[config.mk]
export PLATFORM = sky130hd
export DESIGN_NAME = eight_bit_divider
export DESIGN_NICKNAME = d
export VERILOG_FILES = /design/src/rtl/eight_bit_divider.sv
export SDC_FILE = /design/constraint.sdc
export NUM_CORES = 1
export LEC_CHECK = 0
export BUFFER_PORTS_ARGS = -buffer_cell sky130_fd_sc_hd__buf_2
export CORE_MARGIN = 4
export CORE_UTILIZATION = 43
export CTS_BUF_LIST = sky130_fd_sc_hd__clkbuf_4
export DETAILED_ROUTE_END_ITERATION = 6
export GPL_ROUTABILITY_DRIVEN = 0
export SLEW_MARGIN = 20
export SYNTH_ARGS = -nofsm -noshare
export SYNTH_HDL_FRONTEND = slang
export SYNTH_SLANG_ARGS = --single-unit
[constraint.sdc]
create_clock -name clk -period 2.2 [get_ports clk]
set_input_delay 0.44 -clock clk [delete_from_list [all_inputs] [get_ports clk]]
set_output_delay 0.44 -clock clk [all_outputs]
set_load 0.01 [all_outputs]
[src/rtl/eight_bit_divider.sv]
// eight_bit_divider: sequential restoring divider, one trial subtraction per clock.
// Computes quotient and remainder of two WIDTH-bit operands behind a start/done
// handshake. Optional macro DIVIDER_SIGNED_EN selects two's-complement operands
// (truncating quotient, remainder signed like the dividend); undefined = unsigned.
//
// Ports:
//   clk          rising-edge clock
//   rst_n        asynchronous active-low reset
//   start        request, accepted only when idle
//   dividend     numerator, captured on the accepted start
//   divisor      denominator, captured on the accepted start
//   busy         high from the cycle after acceptance until done drops
//   done         single-cycle pulse, results valid from this cycle
//   quotient     result, held until the next done
//   remainder    result, held until the next done
//   div_by_zero  set with done when the divisor was zero, cleared on acceptance
module eight_bit_divider #(
   parameter int unsigned WIDTH = 8
) (
   input  logic             clk,
   input  logic             rst_n,
   input  logic             start,
   input  logic [WIDTH-1:0] dividend,
   input  logic [WIDTH-1:0] divisor,
   output logic             busy,
   output logic             done,
   output logic [WIDTH-1:0] quotient,
   output logic [WIDTH-1:0] remainder,
   output logic             div_by_zero
);

   localparam int unsigned CW = $clog2(WIDTH + 1);
   localparam logic [CW-1:0] LAST_STEP = CW'(WIDTH - 1);

   typedef enum logic [1:0] {IDLE, BUSY, DONE} state_t;

   state_t           state;
   logic [WIDTH-1:0] dvd_q;     // dividend shift register, MSB feeds the remainder
   logic [WIDTH-1:0] dvs_q;
   logic [WIDTH-1:0] rem_q;
   logic [WIDTH-1:0] quo_q;
   logic [CW-1:0]    count;
   logic             div0_q;

   logic [WIDTH:0]   shifted_c;
   logic [WIDTH:0]   diff_c;
   logic [WIDTH-1:0] dvd_mag_c;
   logic [WIDTH-1:0] dvs_mag_c;
   logic [WIDTH-1:0] r_mag_c;
   logic [WIDTH-1:0] q_fin_c;
   logic [WIDTH-1:0] r_fin_c;

   // Trial subtraction: partial remainder < divisor, so WIDTH+1 bits hold the
   // signed difference and its MSB is the borrow.
   always_comb begin
      shifted_c = {rem_q, dvd_q[WIDTH-1]};
      diff_c    = shifted_c - {1'b0, dvs_q};
   end

`ifdef DIVIDER_SIGNED_EN
   logic neg_q_q;
   logic neg_r_q;

   // Magnitudes at capture, signs re-applied when results are registered.
   // For divide-by-zero the dividend magnitude re-signed gives back the dividend.
   always_comb begin
      dvd_mag_c = dividend[WIDTH-1] ? (WIDTH'(0) - dividend) : dividend;
      dvs_mag_c = divisor[WIDTH-1]  ? (WIDTH'(0) - divisor)  : divisor;
      r_mag_c   = div0_q ? dvd_q : rem_q;
      q_fin_c   = div0_q ? '1 : (neg_q_q ? (WIDTH'(0) - quo_q) : quo_q);
      r_fin_c   = neg_r_q ? (WIDTH'(0) - r_mag_c) : r_mag_c;
   end

   // Result signs captured with the operands.
   always_ff @(posedge clk or negedge rst_n) begin
      if (!rst_n) begin
         neg_q_q <= 1'b0;
         neg_r_q <= 1'b0;
      end else if (state == IDLE && start) begin
         neg_q_q <= dividend[WIDTH-1] ^ divisor[WIDTH-1];
         neg_r_q <= dividend[WIDTH-1];
      end
   end
`else
   // Unsigned: operands pass straight through, divide-by-zero forces the result.
   always_comb begin
      dvd_mag_c = dividend;
      dvs_mag_c = divisor;
      r_mag_c   = div0_q ? dvd_q : rem_q;
      q_fin_c   = div0_q ? '1 : quo_q;
      r_fin_c   = r_mag_c;
   end
`endif

   // Control FSM with datapath and registered outputs.
   always_ff @(posedge clk or negedge rst_n) begin
      if (!rst_n) begin
         state       <= IDLE;
         dvd_q       <= '0;
         dvs_q       <= '0;
         rem_q       <= '0;
         quo_q       <= '0;
         count       <= '0;
         div0_q      <= 1'b0;
         busy        <= 1'b0;
         done        <= 1'b0;
         quotient    <= '0;
         remainder   <= '0;
         div_by_zero <= 1'b0;
      end else begin
         done <= 1'b0;
         // busy spans the done cycle; a same-edge acceptance below re-asserts it
         if (done) busy <= 1'b0;
         case (state)
            IDLE: begin
               if (start) begin
                  dvd_q       <= dvd_mag_c;
                  dvs_q       <= dvs_mag_c;
                  rem_q       <= '0;
                  quo_q       <= '0;
                  count       <= '0;
                  div0_q      <= (divisor == '0);
                  div_by_zero <= 1'b0;
                  busy        <= 1'b1;
                  state       <= (divisor == '0) ? DONE : BUSY;
               end
            end
            BUSY: begin
               dvd_q <= dvd_q << 1;
               rem_q <= diff_c[WIDTH] ? shifted_c[WIDTH-1:0] : diff_c[WIDTH-1:0];
               quo_q <= {quo_q[WIDTH-2:0], ~diff_c[WIDTH]};
               count <= count + CW'(1);
               if (count == LAST_STEP) state <= DONE;
            end
            DONE: begin
               done        <= 1'b1;
               quotient    <= q_fin_c;
               remainder   <= r_fin_c;
               div_by_zero <= div0_q;
               state       <= IDLE;
            end
            default: state <= IDLE;
         endcase
      end
   end

endmodule

After elaboration in Yosys (flattened, before gate mapping)
Cells that the tools add are included.
{"block": "op_classes", "addsub": 2, "eq_ne": 5, "muxes": 20, "bitwise": 1, "reduce_logical": 8}
{"op": "8-bit case mux with 2 select lines", "n": 3}
{"op": "8-bit 2-to-1 mux", "n": 5}
{"op": "9-bit by 8-bit subtractor with 9-bit output", "n": 1}
{"op": "8-bit logical NOT", "n": 1}
{"op": "4-bit case mux with 2 select lines", "n": 1}
{"op": "2-bit AND reduction", "n": 4}
{"op": "2-bit 2-to-1 mux", "n": 3}
{"op": "1-bit 2-to-1 mux", "n": 5}
{"op": "4-bit by 1-bit adder with 4-bit output, second input constant", "n": 1}
{"op": "4-bit by 3-bit equality test with 1-bit output, second input constant", "n": 1}
{"op": "4-bit 2-to-1 mux", "n": 1}
{"op": "2-bit != test, second input constant", "n": 2}
{"op": "2-bit case mux with 2 select lines", "n": 1}
{"op": "2-bit nonzero test", "n": 2}
{"op": "2-bit by 1-bit equality test with 1-bit output, second input constant", "n": 1}
{"op": "2-bit equality test, second input constant", "n": 1}
{"op": "2-bit logical NOT", "n": 1}
{"op": "1-bit case mux with 2 select lines", "n": 1}
{"op": "1-bit NOT", "n": 1}
{"block": "word_totals", "ff_bits": 58, "out_inout_bits": 19}

Depth between registers and ports, before layout
{"block": "logic_depth", "word_depth": 4, "mapped_depth": 10, "depth_no_buf": 8}

Worst setup path after synthesis
OpenSTA, ideal clock, no wires.
{"block": "synth_timing", "path_type": "flip-flop to flip-flop", "start": "register dvd_q[7]", "end": "register rem_q[6]", "setup_time_ns": 0.126, "t_arrival_ns": 2.186, "path_slack_ns": -0.112, "path_stages_with_launch": 10, "path_buffers": 1, "synth_period_minus_slack_ns": 2.312, "cell_sequence": "dfrtp_1 > inv_1 > ha_1 > fa_1 > nand2b_1 > a211oi_2 > mux2i_2 > or2_1 > buf_6 > a221o_1"}
{"block": "synth_between", "elab_chain_cells": 3}
{"item": "start, declared", "line": "38", "source": "logic [WIDTH-1:0] dvd_q;"}
{"item": "start signal, assigned", "line": "117", "source": "dvd_q <= dvd_mag_c;"}
{"item": "start signal, assigned", "line": "129", "source": "dvd_q <= dvd_q << 1;"}
{"item": "9-bit by 8-bit subtractor with 9-bit output", "line": "57", "source": "diff_c = shifted_c - {1'b0, dvs_q};"}
{"item": "8-bit 2-to-1 mux", "line": "130", "source": "rem_q <= diff_c[WIDTH] ? shifted_c[WIDTH-1:0] : diff_c[WIDTH-1:0];"}
{"item": "8-bit case mux with 2 select lines", "line": "114", "source": "case (state)"}
{"item": "end signal, assigned", "line": "130"}
{"item": "end, declared", "line": "40", "source": "logic [WIDTH-1:0] rem_q;"}
Every way passes these cells.
A chain may end at the register's enable or synchronous reset.

Worst setup path after layout
Ends and elaborated chain as after synthesis.

==> summary.md <==
| Metric | Value |
|---|---|
| Status | finished, violations left |
| Die Y | 90.89 um |
| CTS tree | yes |
| FF+latch count, synth | 58 |
| Failing checks | setup timing |
| Multi-input logic area | 1431 um^2 |
| Pins Over Slew Limit | 0 |
| Worst R2R Path Depth | 9 |
| # setup viols final | 2 |
| IO Port Bufs | 37 |
| Die area | 8260 um^2 |
| Crit path cell chain | inv_2 > ha_4 > fa_2 > nand2b_4 > a211oi_4 > mux2i_4 > buf_4 > nor3_1 > a221o_1 |
| Cell accounting for the most synthesized area | dfrtp_1 |
| Max-Cap Viols | 0 |
| RSZ-0062 raised after global routing | true |
| Clock Sinks | 58 |
| R2r setup slk | -0.05 ns |
| Vias in the first global route | 2267 |
| Register area | 1451 um^2 |
| Delay-heaviest family, CP | adder cells |
| Clock Path Buffers | 2 |
| Root Driver | clkbuf_4 |
| Critical Path AT | 2.53 ns |
| Critical Path Start Type | flip-flop |
| Crit path max fanout | 6 |
| H-tree levels | 3 |
| DRT antenna net count | 0 |
| Core area | 6495 um^2 |
| CP max stage delay | 0.37 ns |
| Routed vias/inst | 5.185 |
| Clk_lat worst skew | 0.39 ns |
| Post-CTS Hold Buffers | 0 |
| First-pass GRT wire length | 11.03 mm |
| N_diodes | 0 |
| Die Span X | 90.89 um |
| Crit path max-delay cell type | dfrtp_1 |
| Area contributors post-synth | dfrtp_1 49%, o21ai_0 6.9%, nand2_1 6.1%, mux2i_1 5.4%, ha_1 3.8% |
| Met3 Usage GRT | 3.583% |
| Worst path bufs/invs | 2 |
| DR DRC count | 0 |
| PD cells | 1647 nW/um^2 |
| Num CTS Buffers | 9 |
| Wire per inst | 15.02 um |
| Avg Inst Size Synth | 9.686 um^2 |
| First-pass DRT Iterations | 6 |
| Max Clk Rate | 445.4 MHz |
| Fillers | 597 |
| IO Count | 38 |
| Number of enable flip-flop cells after synthesis | 0 |
| Top Usage Layer GRT | met2 |
| Post-Syn Area | 2954 um^2 |
| Min Tclk post-route | 2.245 ns |
| CP endpoint kind | flip-flop |
| Gr usage total | 16.85% |
| Peak supply drop | 0.0006251 V |
| Worst Path Required | 2.49 ns |
| Final instance area | 3571 um^2 |
| NumNets Final | 387 |
| Hpwl dp | 4.806 mm |
| R2r endpoint | rem_q[6] |
| Initial antenna violation count | 0 |
| GRT met1 Usage | 22.12% |
| Hold Path Class | in2async |
| M2 GR Usage | 26.74% |
| Leak pwr | 1.713 nW |
| Routed vias | 2276 |
| Rel. slew slack | 50.22% |
| Initial drt markers | 86 |
| Row count | 29 |
| Worst R2R Start | dvd_q[7] |
| Clock skew | 0.008653 ns |
| Fin. Hold Viols | 0 |
| Post-route setup slack | -0.04511 ns |
| YS warnings | 0 |
| Clock-pin slew on the worst setup and hold paths | 0.10 ns |
| Initial Util | 45.48% |
| Kind of critical path | reg2reg |
| Synth Instances | 305 |
| Seq/Total Area, Yosys | 49.13% |
| Post-synth top flop | dfrtp_1 |
| P&R area growth vs syn | 20.88% |
| Final period util | 102.1% |
| Synth top cells by count | 58 x dfrtp_1, 48 x nand2_1, 41 x o21ai_0 |
| Largest net degree at the start of global routing | 37 |
| Synth Net Count | 334 |
| Async SR Flop Fraction | 100.0% |
| Synth cell types | 50 |
| Overflow after GRT | 0 |
| Placed inst area | 3368 um^2 |
| Pre-CTS WS | -0.08340 ns |
| Yosys top cell area share | 49.13% |
| Final hold slack | 0.02330 ns |
| Most frequent cell after synthesis | dfrtp_1 |
| Worst slew pin tran | 0.7466 ns |
| WL final | 6.595 mm |
| Share of layout cells above drive strength 1 | 26.80% |
[cell type report]
| cell class | instances | area share, % |
|---|---|---|
| clock buffer | 9 | 1.892 |
| clock inverter | 6 | 2.313 |
| inverter | 14 | 1.472 |
| multi-input combinational | 213 | 40.08 |
| sequential | 58 | 40.64 |
| tap | 77 | 2.698 |
| timing repair buffer | 62 | 10.90 |
[through the flow]
stage           TNS [ns]  util (%)  std cells  total power, W
2_1_floorplan  -0.003453         -        305        0.003931
3_3_place_gp     -0.3038     51.86        423        0.004794
3_5_place_dp     -0.5145     51.86        423        0.004847
4_1_cts          -0.3248     54.25        438        0.005718
5_1_grt          -0.8155     54.98        439        0.006382
6_report        -0.08599     54.98        439        0.005882
[cell usage in the layout, fill, tap and decap left out, types with 3 or more instances in the layout]
cell type | Yosys | layout
ha_1 | 9 | 8
buf_2 | 3 | 37
nor3_1 | 4 | 3
dfrtp_1 | 58 | 58
inv_1 | 14 | 13
buf_4 | 2 | 23
nor2_1 | 20 | 20
o21ai_0 | 41 | 40
nand2b_1 | 6 | 5
nand2_1 | 48 | 48
a21oi_1 | 8 | 8
mux2i_1 | 16 | 16
clkbuf_4 | 0 | 9
a22o_1 | 9 | 9
a31oi_1 | 5 | 5
[power breakdown]
group	leakage [nW]	internal (W)	switching [W]
sequential	0.750	0.00149	0.000303
clock	0.0832	0.000449	0.000386
combinational	0.880	0.00154	0.00172
[what timing repair did]
| item | 4_1_cts | 5_1_grt |
|---|---|---|
| pin swaps | 1 | 4 |
| buffers inserted | 0 | 1 |
| hold endpoints to repair | 0 | 0 |
| resized for setup | 2 | 8 |
| setup endpoints to repair | 9 | 9 |
[layer usage]
metal / share of wire, % / vias up / wire, um
li1: - / 1177 / -
met1: 47 / 1047 / 3128
met2: 47 / 37 / 3082
met3: 4.0 / 15 / 261
met4: 1.9 / 0 / 123
met5: 0 / - / 0
[cells by family after synthesis]
logic type	after synthesis	share of synthesized area (%)
AND/OR/NAND/NOR	96	14.82
XOR/XNOR	3	0.8896
flip-flops	58	49.13
adder cells (fa/ha/maj)	10	4.490
buffers and inverters	34	4.955
AO/OA/AOI/OAI	85	19.06
multiplexers	19	6.649
[worst max path at each step]
stage | to | cells after the start | from | slack, ns
after floorplan | rem_q[6] | 9 | dvd_q[7] | -0.002
after global placement | rem_q[4] | 8 | dvd_q[7] | -0.06
after detailed placement | rem_q[2] | 9 | dvd_q[7] | -0.08
after CTS | rem_q[2] | 9 | dvd_q[7] | -0.06
after global routing | rem_q[2] | 9 | dvd_q[7] | -0.18
final | rem_q[6] | 9 | dvd_q[7] | -0.05
[registers in the layout, indices dropped and copies added, names as in the netlist]
name	cells
quo_q	8
quotient	8
remainder	8
div0_q	1
rem_q	8
done	1
dvs_q	8
state	2
busy	1
div_by_zero	1
dvd_q	8
count	4
[worst register-to-register path, cell delays in order, from the launching register on]
cell	delay, ns
dfrtp_1	0.37
inv_2	0.06
ha_4	0.16
fa_2	0.34
nand2b_4	0.16
a211oi_4	0.25
mux2i_4	0.35
buf_4	0.16
nor3_1	0.04
a221o_1	0.25
(Power assumes the default switching activity.)
